## config.mk

```make
export PLATFORM = sky130hd
export DESIGN_NAME = mem_lat_slave
export DESIGN_NICKNAME = d
export VERILOG_FILES = /design/src/rtl/mem_lat_pkg.sv /design/src/rtl/mem_lat_slave_lfsr8.sv /design/src/rtl/mem_lat_slave.sv
export SDC_FILE = /design/constraint.sdc
export NUM_CORES = 1
export LEC_CHECK = 0
export CAP_MARGIN = 10
export CORE_MARGIN = 1.5
export CORE_UTILIZATION = 43
export DETAILED_ROUTE_END_ITERATION = 8
export PLACE_DENSITY_LB_ADDON = 0.3
export SLEW_MARGIN = 10
export SYNTH_ARGS = -nofsm -noshare
export SYNTH_HDL_FRONTEND = slang
export SYNTH_HIERARCHICAL = 1
export SYNTH_SLANG_ARGS = --single-unit
export TNS_END_PERCENT = 50
```

## constraint.sdc

```tcl
create_clock -name clk -period 2.3 [get_ports clk]
set_clock_uncertainty 0.05 [all_clocks]
set_input_delay 0.345 -clock clk [delete_from_list [all_inputs] [get_ports clk]]
set_output_delay 0.345 -clock clk [all_outputs]
set_load 0.01 [all_outputs]
```

## src/rtl/mem_lat_pkg.sv

```systemverilog
// Shared definitions for the latency-modelling memory slave.
//   - LAT_W      : width of the latency configuration and wait counter
//   - LFSR_TAPS  : feedback taps of the 8-bit Fibonacci LFSR (x^8+x^6+x^5+x^4+1)
//   - state_t    : 2-bit FSM state encoding with its four state constants
//   - lfsr_next  : single LFSR step, shared so every user agrees on the sequence
package mem_lat_pkg;

  localparam int unsigned LAT_W = 5;

  // Shift-left Fibonacci form: bit 7 is the x^8 term, bits 5/4/3 are x^6/x^5/x^4.
  localparam logic [7:0] LFSR_TAPS = 8'hB8;

  typedef logic [1:0] state_t;

  localparam state_t StIdle   = 2'd0;
  localparam state_t StWait   = 2'd1;
  localparam state_t StAccess = 2'd2;
  localparam state_t StResp   = 2'd3;

  function automatic logic [7:0] lfsr_next(input logic [7:0] cur);
    return {cur[6:0], ^(cur & LFSR_TAPS)};
  endfunction

endpackage

```

## src/rtl/mem_lat_slave_lfsr8.sv

```systemverilog
// 8-bit free-running Fibonacci LFSR used to draw pseudo-random latencies.
// Ports:
//   clk    in   clock
//   rst_n  in   asynchronous active-low reset, loads SEED
//   q      out  current LFSR state
// SEED must be nonzero; an all-zero state would lock the register.
module lfsr8
  import mem_lat_pkg::*;
#(
  parameter logic [7:0] SEED = 8'hA5
) (
  input  logic       clk,
  input  logic       rst_n,
  output logic [7:0] q
);

  logic [7:0] q_q;
  logic [7:0] q_d;

  always_comb begin
    q_d = lfsr_next(q_q);
  end

  always_ff @(posedge clk or negedge rst_n) begin
    if (!rst_n) begin
      q_q <= SEED;
    end else begin
      q_q <= q_d;
    end
  end

  assign q = q_q;

endmodule

```

## src/rtl/mem_lat_slave.sv

```systemverilog
// Memory-side slave for the npc fetch/load-store path.
// Takes one valid/ready request, waits a fixed or pseudo-random number of
// cycles, performs a single access on a synchronous-read SRAM port and holds
// the response until the consumer accepts it. One request outstanding at most.
// Ports:
//   clk, rst_n                 clock, asynchronous active-low reset
//   req_valid/req_ready        request handshake
//   req_wen, req_addr,
//   req_wdata, req_wmask       request payload (sampled only at the handshake)
//   rsp_valid/rsp_ready        response handshake
//   rsp_rdata, rsp_err         response payload (rdata is 0 for writes/errors)
//   cfg_lat, cfg_rand_en       fixed latency, or mask applied to LFSR bits
//   mem_en, mem_we, mem_idx,
//   mem_wdata, mem_wmask       SRAM command, driven during the access cycle
//   mem_rdata                  SRAM read data, valid the cycle after a read
module mem_lat_slave
  import mem_lat_pkg::*;
#(
  parameter logic [31:0]  ADDR_BASE = 32'h8000_0000,
  parameter int unsigned  MEM_WORDS = 4096,
  parameter logic [7:0]   LFSR_SEED = 8'hA5,
  localparam int unsigned IDX_W     = $clog2(MEM_WORDS)
) (
  input  logic             clk,
  input  logic             rst_n,
  input  logic             req_valid,
  output logic             req_ready,
  input  logic             req_wen,
  input  logic [31:0]      req_addr,
  input  logic [31:0]      req_wdata,
  input  logic [3:0]       req_wmask,
  output logic             rsp_valid,
  input  logic             rsp_ready,
  output logic [31:0]      rsp_rdata,
  output logic             rsp_err,
  input  logic [LAT_W-1:0] cfg_lat,
  input  logic             cfg_rand_en,
  output logic             mem_en,
  output logic             mem_we,
  output logic [IDX_W-1:0] mem_idx,
  output logic [31:0]      mem_wdata,
  output logic [3:0]       mem_wmask,
  input  logic [31:0]      mem_rdata
);

  // 33-bit bounds so that ADDR_BASE + 4*MEM_WORDS cannot wrap past 2^32.
  localparam logic [32:0] BaseExt = {1'b0, ADDR_BASE};
  localparam logic [32:0] LimExt  = BaseExt + (33'(MEM_WORDS) << 2);

  // ---------------------------------------------------------------------------
  // Latency source
  // ---------------------------------------------------------------------------
  logic [7:0] lfsr_q;

  lfsr8 #(
    .SEED (LFSR_SEED)
  ) u_lfsr (
    .clk   (clk),
    .rst_n (rst_n),
    .q     (lfsr_q)
  );

  logic [LAT_W-1:0] lat_sel;

  always_comb begin
    lat_sel = cfg_rand_en ? (lfsr_q[LAT_W-1:0] & cfg_lat) : cfg_lat;
  end

  // ---------------------------------------------------------------------------
  // Request address decode
  // ---------------------------------------------------------------------------
  logic [32:0]      addr_ext;
  logic [31:0]      addr_off;
  logic             req_err;
  logic [IDX_W-1:0] req_idx;
  logic             unused_bits;

  always_comb begin
    addr_ext = {1'b0, req_addr};
    addr_off = req_addr - ADDR_BASE;
    req_err  = (req_addr[1:0] != 2'b00) || (addr_ext < BaseExt) || (addr_ext >= LimExt);
    req_idx  = addr_off[IDX_W+1:2];
  end

  // Offset bits outside the word index only matter through req_err.
  assign unused_bits = ^{addr_off[31:IDX_W+2], addr_off[1:0], lfsr_q[7:LAT_W]};

  // ---------------------------------------------------------------------------
  // State
  // ---------------------------------------------------------------------------
  state_t           state_q,     state_d;
  logic [LAT_W-1:0] cnt_q,       cnt_d;
  logic             wen_q,       wen_d;
  logic             err_q,       err_d;
  logic [IDX_W-1:0] idx_q,       idx_d;
  logic [31:0]      wdata_q,     wdata_d;
  logic [3:0]       wmask_q,     wmask_d;
  logic [31:0]      rsp_rdata_q, rsp_rdata_d;
  logic             rsp_err_q,   rsp_err_d;
  logic             rsp_first_q, rsp_first_d;

  // SRAM read data only becomes available in the first RESP cycle, so it is
  // forwarded straight through in that cycle and held in rsp_rdata_q after.
  logic [31:0] rd_sel;

  always_comb begin
    rd_sel = (!wen_q && !err_q) ? mem_rdata : 32'h0;
  end

  always_comb begin
    state_d     = state_q;
    cnt_d       = cnt_q;
    wen_d       = wen_q;
    err_d       = err_q;
    idx_d       = idx_q;
    wdata_d     = wdata_q;
    wmask_d     = wmask_q;
    rsp_rdata_d = rsp_rdata_q;
    rsp_err_d   = rsp_err_q;
    rsp_first_d = 1'b0;

    case (state_q)
      StIdle: begin
        if (req_valid) begin
          wen_d   = req_wen;
          err_d   = req_err;
          idx_d   = req_idx;
          wdata_d = req_wdata;
          wmask_d = req_wmask;
          if (lat_sel == '0) begin
            state_d = StAccess;
          end else begin
            cnt_d   = lat_sel;
            state_d = StWait;
          end
        end
      end

      // Counter is loaded with lat, so WAIT lasts exactly lat cycles.
      StWait: begin
        cnt_d = cnt_q - 1'b1;
        if (cnt_q == LAT_W'(1)) begin
          state_d = StAccess;
        end
      end

      StAccess: begin
        rsp_err_d   = err_q;
        rsp_first_d = 1'b1;
        state_d     = StResp;
      end

      StResp: begin
        if (rsp_first_q) begin
          rsp_rdata_d = rd_sel;
        end
        if (rsp_ready) begin
          state_d = StIdle;
        end
      end

      default: begin
        state_d = StIdle;
      end
    endcase
  end

  always_ff @(posedge clk or negedge rst_n) begin
    if (!rst_n) begin
      state_q     <= StIdle;
      cnt_q       <= '0;
      wen_q       <= 1'b0;
      err_q       <= 1'b0;
      idx_q       <= '0;
      wdata_q     <= '0;
      wmask_q     <= '0;
      rsp_rdata_q <= '0;
      rsp_err_q   <= 1'b0;
      rsp_first_q <= 1'b0;
    end else begin
      state_q     <= state_d;
      cnt_q       <= cnt_d;
      wen_q       <= wen_d;
      err_q       <= err_d;
      idx_q       <= idx_d;
      wdata_q     <= wdata_d;
      wmask_q     <= wmask_d;
      rsp_rdata_q <= rsp_rdata_d;
      rsp_err_q   <= rsp_err_d;
      rsp_first_q <= rsp_first_d;
    end
  end

  // ---------------------------------------------------------------------------
  // Outputs
  // ---------------------------------------------------------------------------
  always_comb begin
    req_ready = (state_q == StIdle);
    rsp_valid = (state_q == StResp);
    rsp_rdata = rsp_first_q ? rd_sel : rsp_rdata_q;
    rsp_err   = rsp_err_q;
    // Faulting requests keep their timing but never touch the SRAM.
    mem_en    = (state_q == StAccess) && !err_q;
    mem_we    = (state_q == StAccess) && !err_q && wen_q;
    mem_idx   = idx_q;
    mem_wdata = wdata_q;
    mem_wmask = wmask_q;
  end

endmodule

```

==> results.toml <==
[sta]
finalCritPeriodShare_pct = 93.4
slew_viol_final = 0
grt_setup_unrepaired = "no"
timing.slew.headroom_pct = 65.1
timing.setup.tns_ns = 0
clock.fmax_ghz = 0.466
final_critical_path_required_period_ns = 2.15
max_slew.worst_pin.slew_ns = 0.520
timing.final.setup_violations = 0
finalHoldViolations = 0

[cells_and_area]
area_growth_pct = 49.5
final_layout_size_suffix_gt1_share_pct = 20.8
multi_input_comb_area_um2 = 1840
nNetsFinal = 699
filler_cell_count = 833
n_antenna_cell = 0
layoutNonFillerInstCount = 723
final_cell_area_um2 = 6850
seqCellArea_um2 = 2480
fin_util_pct = 66.3

[outcome]
outcome = "complete, no violations"

[cts]
number_of_h_tree_levels = 3
cts_tree = "done"
clkTransAtPathRegs_ns = 0.10
worst_skew_pair.late_latency_ns = 0.35
numCtsBuffers = 9
clock-sinks = 99
cts_max_path_buffers = 2
cts.root.buffer_cell = "sky130_fd_sc_hd__clkbuf_8"

[grt]
gr-total-overflow = 0
grt_overall_usage_pct = 20.8
grt_first_pass_wirelength_um = 18400
grt_start_max_net_pins = 40
first_global_vias = 3781
grt_antenna_before_repair = 0

[yosys]
syn_area_per_cell_um2 = 11.8
netlist_area_um2 = 4580
synth_warnings = 6
synth_cells = 389
postSynthNetCount = 506

[placement]
port_buffers = 195
placed_cells = 706
post_dp_cell_area_um2 = 6700
detailed_place_hpwl_um = 8700
gp_congestion = 0.886

[drt]
drt_iter0_markers = 225
post_drt_via_cell_ratio = 5.05
route.final.wire_length_um = 11400
route.vias.total = 3653
detailedRoute.firstPassIterationCount = 4
postRouteAntennaNets = 0
remaining_drc_errors = 0
wl_per_cell_um = 15.8

[pwr]
peak_supply_drop_v = 0.000681
power.static_leakage_nw = 3.03
power_per_cell_area_nw_per_um2 = 1170

[floorplan]
io_pins = 196
fp.dieW_um = 106
coreArea_um2 = 10300
die_area_um2 = 11300
rows = 37
initial_core_util_pct = 44.3
die_h_um = 106

[worst_setup_path]
setup.reg_to_reg.worst_slack_ns = 0.29
critPathCaptureType = "primary output"
cp.arrival_ns = 1.75
worst-setup-path-type = "reg -> out"
crit_fanout = 8
setup.worst_path.start_class = "flop"
required_ns = 1.90

[worst_hold_path]
holdCritPathClass = "reg -> reg"

[flow_run]
drv_cap = 0
[state kept, by name (all words and copies together), names as in the netlist]
| name | cells |
|---|---|
| u_lfsr/q | 8 |
| cnt_q | 5 |
| mem_wmask | 4 |
| rsp_err | 1 |
| rsp_rdata_q | 32 |
| state_q | 2 |
| mem_wdata | 32 |
| err_q | 1 |
| rsp_first_q | 1 |
| mem_idx | 12 |
| wen_q | 1 |
[power breakdown]
group / leakage (nW) / internal [W] / switching [W]
logic: 1.71 / 0.00237 / 0.00176
registers: 1.23 / 0.00249 / 0.000449
clock network: 0.0887 / 0.000389 / 0.000584
total: 3.03 / 0.00524 / 0.00280
[layout make-up]
class / instances / area share [%]
clock inverter: 7 / 0.658
tap: 136 / 2.49
timing repair buffer: 206 / 29.7
sequential: 99 / 36.3
multi-input combinational: 226 / 26.9
inverter: 40 / 2.19
clock buffer: 9 / 1.81
[path summary, 6_finish.rpt]
| check | endpoint | start | cells past startpoint |
|---|---|---|---|
| max | req_ready | state_q[0]$_DFFE_PN0P_ | 3 |
| max in group asynchronous | rsp_rdata_q[15]$_DFFE_PN0P_ | rst_n | 3 |
| min | u_lfsr/q[7]$_DFF_PN1_ | u_lfsr/q[6]$_DFF_PN0_ | 0 |
| min in group asynchronous | rsp_rdata_q[23]$_DFFE_PN0P_ | rst_n | 2 |
| max reg2reg | cnt_q[4]$_DFFE_PN0P_ | cnt_q[0]$_DFFE_PN0P_ | 6 |
| min reg2reg | u_lfsr/q[7]$_DFF_PN1_ | u_lfsr/q[6]$_DFF_PN0_ | 0 |
[placed cells by master, fill, tap and decap left out, types with 3 or more instances in the layout]
master                            count
sky130_fd_sc_hd__dlygate4sd2_1       33
sky130_fd_sc_hd__dfrtp_1             95
sky130_fd_sc_hd__clkinv_2             4
sky130_fd_sc_hd__nand2_1             34
sky130_fd_sc_hd__nor4_1               6
sky130_fd_sc_hd__buf_4                8
sky130_fd_sc_hd__nand3_1              3
sky130_fd_sc_hd__clkdlybuf4s50_1    160
sky130_fd_sc_hd__clkbuf_8             9
sky130_fd_sc_hd__o21ai_0             30
sky130_fd_sc_hd__a21o_1               3
sky130_fd_sc_hd__inv_1               40
sky130_fd_sc_hd__ha_1                 4
sky130_fd_sc_hd__mux2_2              83
sky130_fd_sc_hd__o211ai_1             4
sky130_fd_sc_hd__o21ai_1              9
sky130_fd_sc_hd__a22oi_1              4
sky130_fd_sc_hd__buf_12               3
sky130_fd_sc_hd__dfstp_2              4
[metal layers]
metal  up-vias  global-route usage, %  part of all wire, %
met1      1734                   25.0                   39
met4         0                   8.59                  2.3
li1       1727                      -                    -
met2       174                   34.6                   49
met3        18                   6.74                  9.9
met5         -                      0                    0
[worst max-delay path: stages (launching register included)]
cell and delay [ns]:
sky130_fd_sc_hd__dfrtp_1 0.42, sky130_fd_sc_hd__inv_1 0.12, sky130_fd_sc_hd__ha_2 0.29, sky130_fd_sc_hd__clkdlybuf4s50_1 0.57
[per-stage QoR]
stage	hold slack, ns	total power (W)	worst slack, ns
2_1_floorplan	-0.000591	0.00508	0.506
3_3_place_gp	0.287	0.00712	0.101
3_5_place_dp	0.289	0.00730	0.0704
4_1_cts	0.324	0.00813	0.0294
5_1_grt	0.327	0.00861	0.0207
6_report	0.320	0.00804	0.152
[repair_timing]
action,CTS,global route
endpoints found under the hold margin,37,0
setup buffers,0,0
pin swaps,1,0
hold buffers,1,0
resized for setup,34,2
setup endpoints to repair,33,2
Note: power is estimated with default switching activity, not from simulation.
